`src/rtl/axi_rd_scoreboard.sv`:
```
// Passive AXI4 read-channel checker: compares R beats against a pattern memory where word k
// holds k, tracks in-order outstanding bursts and AR/R hold rules, and latches the first error.
module axi_rd_scoreboard #(
  parameter int unsigned ADDR_WIDTH = 8,
  parameter int unsigned DATA_WIDTH = 32,
  parameter int unsigned ID_WIDTH   = 4,
  parameter int unsigned DEPTH      = 4,
  parameter int unsigned MAX_LEN    = 16
) (
  input  logic                         i_clk,
  input  logic                         i_rst_n,
  input  logic                         i_arvalid,
  input  logic                         i_arready,
  input  logic [ADDR_WIDTH-1:0]        i_araddr,
  input  logic [ID_WIDTH-1:0]          i_arid,
  input  logic [7:0]                   i_arlen,
  input  logic [2:0]                   i_arsize,
  input  logic [1:0]                   i_arburst,
  input  logic                         i_rvalid,
  input  logic                         i_rready,
  input  logic [DATA_WIDTH-1:0]        i_rdata,
  input  logic [1:0]                   i_rresp,
  input  logic                         i_rlast,
  input  logic [ID_WIDTH-1:0]          i_rid,
  output logic                         o_err,
  output logic [3:0]                   o_err_code,
  output logic [ADDR_WIDTH-1:0]        o_err_addr,
  output logic [$clog2(DEPTH+1)-1:0]   o_outstanding,
  output logic [15:0]                  o_txn_cnt,
  output logic [15:0]                  o_beat_cnt
);

  localparam int unsigned Bytes   = DATA_WIDTH / 8;
  localparam int unsigned Lsb     = $clog2(Bytes);
  localparam int unsigned PtrW    = (DEPTH > 1) ? $clog2(DEPTH) : 1;
  localparam int unsigned CntW    = $clog2(DEPTH + 1);
  localparam int unsigned CmpW    = (ADDR_WIDTH > DATA_WIDTH) ? ADDR_WIDTH : DATA_WIDTH;
  localparam int unsigned ArPayW  = ADDR_WIDTH + ID_WIDTH + 13;
  localparam int unsigned RPayW   = DATA_WIDTH + ID_WIDTH + 3;

  logic [ADDR_WIDTH-1:0] fifo_addr_q [DEPTH];
  logic [ID_WIDTH-1:0]   fifo_id_q   [DEPTH];
  logic [7:0]            fifo_len_q  [DEPTH];
  logic                  fifo_incr_q [DEPTH];

  logic [PtrW-1:0]       wptr_q, wptr_d, rptr_q, rptr_d;
  logic [CntW-1:0]       cnt_q, cnt_d;
  logic [ADDR_WIDTH-1:0] cur_addr_q, cur_addr_d;
  logic [7:0]            beat_idx_q, beat_idx_d;
  logic                  ar_hold_q, r_hold_q;
  logic [ArPayW-1:0]     ar_shadow_q;
  logic [RPayW-1:0]      r_shadow_q;
  logic                  err_q, err_d;
  logic [3:0]            err_code_q, err_code_d;
  logic [ADDR_WIDTH-1:0] err_addr_q, err_addr_d;
  logic [15:0]           txn_q, txn_d, beat_cnt_q, beat_cnt_d;

  logic                  ar_hs, r_hs, empty, full, ar_bad, push, pop, last_beat;
  logic [ADDR_WIDTH-1:0] head_addr, head_aligned, beat_addr, r_err_addr;
  logic [ID_WIDTH-1:0]   head_id;
  logic [7:0]            head_len;
  logic                  head_incr;
  logic [ArPayW-1:0]     ar_pay;
  logic [RPayW-1:0]      r_pay;
  logic [10:1]           err_vec;
  logic [3:0]            first_code;

  assign ar_hs        = i_arvalid & i_arready;
  assign r_hs         = i_rvalid & i_rready;
  assign empty        = (cnt_q == '0);
  assign full         = (cnt_q == CntW'(DEPTH));
  assign head_addr    = fifo_addr_q[rptr_q];
  assign head_id      = fifo_id_q[rptr_q];
  assign head_len     = fifo_len_q[rptr_q];
  assign head_incr    = fifo_incr_q[rptr_q];
  assign head_aligned = head_addr & ~ADDR_WIDTH'(Bytes - 1);
  // First beat of a burst takes its address from the FIFO head, later beats from cur_addr.
  assign beat_addr    = (beat_idx_q == 8'd0) ? head_aligned : cur_addr_q;
  assign r_err_addr   = empty ? '0 : beat_addr;
  assign ar_pay       = {i_araddr, i_arid, i_arlen, i_arsize, i_arburst};
  assign r_pay        = {i_rdata, i_rresp, i_rlast, i_rid};
  assign ar_bad       = i_arburst[1] || (i_arsize != 3'(Lsb)) ||
                        ({1'b0, i_arlen} >= 9'(MAX_LEN));

  always_comb begin
    err_vec    = '0;
    pop        = 1'b0;
    push       = 1'b0;
    beat_idx_d = beat_idx_q;
    cur_addr_d = cur_addr_q;
    last_beat  = (beat_idx_q == head_len);
    if (r_hs) begin
      if (empty) begin
        err_vec[5] = 1'b1;
      end else begin
        err_vec[4] = (i_rid != head_id);
        err_vec[9] = (i_rresp != 2'b00);
        err_vec[1] = (CmpW'(i_rdata) != CmpW'(beat_addr >> Lsb));
        err_vec[2] = i_rlast && !last_beat;
        err_vec[3] = !i_rlast && last_beat;
        // Either end marker retires the burst so checking resynchronises on the next one.
        if (i_rlast || last_beat) begin
          pop        = 1'b1;
          beat_idx_d = 8'd0;
        end else begin
          beat_idx_d = beat_idx_q + 8'd1;
          cur_addr_d = head_incr ? beat_addr + ADDR_WIDTH'(Bytes) : beat_addr;
        end
      end
    end
    if (ar_hs) begin
      if (ar_bad) begin
        err_vec[10] = 1'b1;
      end else if (full && !pop) begin
        err_vec[6] = 1'b1;
      end else begin
        push = 1'b1;
      end
    end
    err_vec[7] = ar_hold_q && (!i_arvalid || (ar_pay != ar_shadow_q));
    err_vec[8] = r_hold_q && (!i_rvalid || (r_pay != r_shadow_q));
  end

  always_comb begin
    first_code = 4'd0;
    for (int i = 10; i >= 1; i--) begin
      if (err_vec[i]) first_code = 4'(i);
    end
    err_d      = err_q;
    err_code_d = err_code_q;
    err_addr_d = err_addr_q;
    if (!err_q && (err_vec != '0)) begin
      err_d      = 1'b1;
      err_code_d = first_code;
      unique case (first_code)
        4'd6, 4'd7, 4'd10: err_addr_d = i_araddr;
        default:           err_addr_d = r_err_addr;
      endcase
    end
    wptr_d = wptr_q;
    rptr_d = rptr_q;
    cnt_d  = cnt_q;
    if (push) wptr_d = (wptr_q == PtrW'(DEPTH - 1)) ? '0 : wptr_q + PtrW'(1);
    if (pop)  rptr_d = (rptr_q == PtrW'(DEPTH - 1)) ? '0 : rptr_q + PtrW'(1);
    if (push && !pop) cnt_d = cnt_q + CntW'(1);
    if (pop && !push) cnt_d = cnt_q - CntW'(1);
    txn_d      = (pop && (txn_q != 16'hFFFF)) ? txn_q + 16'd1 : txn_q;
    beat_cnt_d = (r_hs && (beat_cnt_q != 16'hFFFF)) ? beat_cnt_q + 16'd1 : beat_cnt_q;
  end

  always_ff @(posedge i_clk) begin
    if (push) begin
      fifo_addr_q[wptr_q] <= i_araddr;
      fifo_id_q[wptr_q]   <= i_arid;
      fifo_len_q[wptr_q]  <= i_arlen;
      fifo_incr_q[wptr_q] <= i_arburst[0];
    end
  end

  always_ff @(posedge i_clk or negedge i_rst_n) begin
    if (!i_rst_n) begin
      wptr_q      <= '0;
      rptr_q      <= '0;
      cnt_q       <= '0;
      cur_addr_q  <= '0;
      beat_idx_q  <= '0;
      ar_hold_q   <= 1'b0;
      r_hold_q    <= 1'b0;
      ar_shadow_q <= '0;
      r_shadow_q  <= '0;
      err_q       <= 1'b0;
      err_code_q  <= '0;
      err_addr_q  <= '0;
      txn_q       <= '0;
      beat_cnt_q  <= '0;
    end else begin
      wptr_q      <= wptr_d;
      rptr_q      <= rptr_d;
      cnt_q       <= cnt_d;
      cur_addr_q  <= cur_addr_d;
      beat_idx_q  <= beat_idx_d;
      ar_hold_q   <= i_arvalid & ~i_arready;
      r_hold_q    <= i_rvalid & ~i_rready;
      ar_shadow_q <= ar_pay;
      r_shadow_q  <= r_pay;
      err_q       <= err_d;
      err_code_q  <= err_code_d;
      err_addr_q  <= err_addr_d;
      txn_q       <= txn_d;
      beat_cnt_q  <= beat_cnt_d;
    end
  end

  assign o_err         = err_q;
  assign o_err_code    = err_code_q;
  assign o_err_addr    = err_addr_q;
  assign o_outstanding = cnt_q;
  assign o_txn_cnt     = txn_q;
  assign o_beat_cnt    = beat_cnt_q;

endmodule

```
`config.mk`:
```
export PLATFORM = sky130hd
export DESIGN_NAME = axi_rd_scoreboard
export DESIGN_NICKNAME = d
export VERILOG_FILES = /design/src/rtl/axi_rd_scoreboard.sv
export SDC_FILE = /design/constraint.sdc
export NUM_CORES = 1
export LEC_CHECK = 0
export ABC_AREA = 1
export CORE_ASPECT_RATIO = 0.6
export CORE_UTILIZATION = 56
export CTS_CLUSTER_SIZE = 40
export DETAILED_ROUTE_END_ITERATION = 16
export PLACE_DENSITY = 0.92
export RECOVER_POWER = 50
export SYNTH_ARGS = -nofsm -noshare
export SYNTH_HDL_FRONTEND = slang
export SYNTH_SLANG_ARGS = --single-unit
```
`constraint.sdc`:
```
create_clock -name i_clk -period 3.55 [get_ports i_clk]
set_clock_uncertainty 0.05 [all_clocks]
set_input_delay 0.5325 -clock i_clk [delete_from_list [all_inputs] [get_ports i_clk]]
set_output_delay 0.5325 -clock i_clk [all_outputs]
set_load 0.05 [all_outputs]
```
==> results.cfg <==
[outcome]
outcome = finished, final reports clean

[logic_synthesis]
synth_top_area_cell = dfrtp_1
synth-seq-cells = 210
syn_area_sq_mm = 0.00959
synth_cells = 998
syn_nets = 1080
yosys-top-cells-area = dfrtp_1, edfxtp_1, nand2_1, inv_1, nand3_1
synth_area_per_cell_sq_um = 9.61
synthDistinctLibCells = 44
yosysSeqAreaShare = 0.588
ys_top_cells_by_count = nand2_1, dfrtp_1, inv_1, nor2_1, edfxtp_1
synth_edf_count = 76
synth_ff_type = dfrtp_1
synth.top_cell.area_share = 0.350
async_flop_share = 0.638
yosysWarnings = 0
yosysMostFrequentCell = nand2_1

[cts]
clk_pin_slew_worst_paths_ps = 70
clockRootBuffer = clkbuf_16
cts_buffer_depth = 3
h-tree-depth = 1
clk_latency_ps = 490
cts_sinks = 210
cts_tree = built
cts-buffers-inserted = 20

[setup_path]
critical_path_class = flop to flop
crit_required_ps = 3860
worstPathMaxFanout = 40
start_kind = flop
cp.arrival_ps = 3550
cp-end-kind = flop

[die]
ios = 118
chipHeight_microns = 103
rows = 36
start_util = 0.582
die-area_sq_mm = 0.0177
design.core.area_sq_mm = 0.0165
fp.dieW_microns = 171

[timing]
maxSlewViolCount = 0
rsz0062_at_grt = false
slew_headroom = 0.0342
final-setup-viol-count = 0
finalSetupTns_ps = 0
tightest_slew_ps = 1450
finalHoldViolCount = 0
fmax_ghz = 0.309
fin_crit_sh = 0.911
period_needed_ps = 3230

[placement]
portBuffers = 117
postPlaceCellArea_sq_mm = 0.0111
gp_routability_congestion = 0.895
place_inst = 1342
dp.final_hpwl_mm = 17.1

[global_routing]
grt_pass1_wl_mm = 37.1
overflow = 0
grt_use_total = 0.279
antenna_found_initial = 1
grt_max_degree = 111
grt_pass1_vias = 7190

[routing]
drc_errors = 0
drtIter0Drc = 840
wirelength_mm = 24.2
viasPerCell = 5.45
wire_per_inst_microns = 17.5
num_vias = 7517
postRouteAntennaNets = 0
drt_pass1_iterations = 7

[finish]
final_layout_size_suffix_gt1_frac = 0.0712
final_area_sq_mm = 0.0117
final_cells = 1380
fin_util = 0.709
nets = 1219
area_growth_pct = 22.0

[power_and_ir_drop]
total_power_w = 0.00743
leakagePower_nw = 5.21
power_density_mw_per_mm2 = 636
ir_drop_mv = 0.476

[flow_run]
max_cap_violations = 0

[worst_hold_path]
worstHoldPathType = flop to flop
-- cells in the final DEF, fill, tap and decap left out, drive strengths merged, types with 28 or more instances in the layout --
cell and count:
nand2 269, inv 120, xnor2 28, dfrtp 134, clkbuf 35, edfxtp 76, xor2 38, o21ai 42
nand3 74, dlygate4sd3 67, nor2 93, clkdlybuf4s50 50
-- worst max-delay path: stages, from the launching register on --
cell	delay (ps)
dfrtp_1	410
buf_6	330
nand2_1	110
nand3_1	150
nand2_1	70
nand2_1	60
nand2_1	40
nand2_1	80
nor2_1	60
nand2_1	80
nand2_1	80
nand2_2	120
nand2_1	60
nand2_1	280
ha_1	210
inv_1	60
fa_1	390
a21oi_1	170
o21ai_0	120
xor2_1	150
-- worst paths after layout --
| path | slack [ps] | end | from | depth (start not counted) |
|---|---|---|---|---|
| worst max register to register | 320 | o_outstanding[2] | rptr_q[0] | 19 |
| worst min register to register | 440 | o_err_code[1] | o_err_code[1] | 2 |
| worst max-delay path | 320 | o_outstanding[2] | rptr_q[0] | 19 |
| worst min-delay path | 440 | o_err_code[1] | o_err_code[1] | 2 |
| min in group asynchronous | 870 | r_shadow_q[28] | i_rst_n | 2 |
| max in group asynchronous | 1300 | ar_shadow_q[6] | i_rst_n | 3 |
-- report_power, final --
part	leakage (nW)	switching (W)	internal, W
clock	0.301	0.000889	0.00116
sequential	2.29	0.000172	0.00270
combinational	2.62	0.00170	0.000819
total	5.21	0.00276	0.00468
-- registers in the layout, indices dropped and copies added (netlist names), 2 cells and up --
register,cells
r_shadow_q,39
fifo_len_q,32
ar_shadow_q,25
fifo_addr_q,24
fifo_id_q,16
o_beat_cnt,16
o_txn_cnt,16
beat_idx_q,8
cur_addr_q,8
o_err_addr,8
fifo_incr_q,4
o_err_code,4
o_outstanding,3
rptr_q,2
wptr_q,2
-- cells by family (layout without fill, tap and decap cells) --
group | count (synthesis) | count (layout) | synth area share
AOI/OAI and AO/OA | 78 | 78 | 0.0479
xor gates and xnor gates | 66 | 66 | 0.0611
adders and majority gates | 12 | 12 | 0.0164
buffers and inverters | 139 | 292 | 0.0593
DFF | 210 | 210 | 0.588
other | 0 | 1 | 0
and+or+nand+nor | 493 | 493 | 0.227
-- metrics by stage --
stage / setup slack, ps / hold slack [ps]
2_1_floorplan: 719 / 187
3_3_place_gp: 334 / 358
3_5_place_dp: 274 / 357
4_1_cts: 314 / 418
5_1_grt: 83.8 / 465
6_report: 316 / 441
-- layer usage --
| metal | global-route usage | share of wire | vias to the layer above |
|---|---|---|---|
| li1 | - | - | 3514 |
| met2 | 0.419 | 0.43 | 433 |
| met4 | 0.0584 | 0.011 | 0 |
| met1 | 0.415 | 0.45 | 3536 |
| met3 | 0.0677 | 0.11 | 34 |
| met5 | 0 | 0 | - |
-- area by class of cell --
type | instances | area [sq um]
Timing Repair Buffer | 134 | 1300
Inverter | 122 | 462
Multi-Input combinational cell | 649 | 3380
Sequential cell | 210 | 5640
Tap cell | 228 | 285
Clock inverter | 5 | 30.0
Fill cell | 1151 | 4790
Antenna cell | 1 | 2.50
Clock buffer | 31 | 594
-- repair_timing --
action                                  CTS  global route
hold buffers                              1             0
endpoints found under the setup margin    0             1
buffers inserted                          0             0
endpoints found under the hold margin    24             0
gates resized for setup                   0             3
Power figures use the tool's default switching activity.
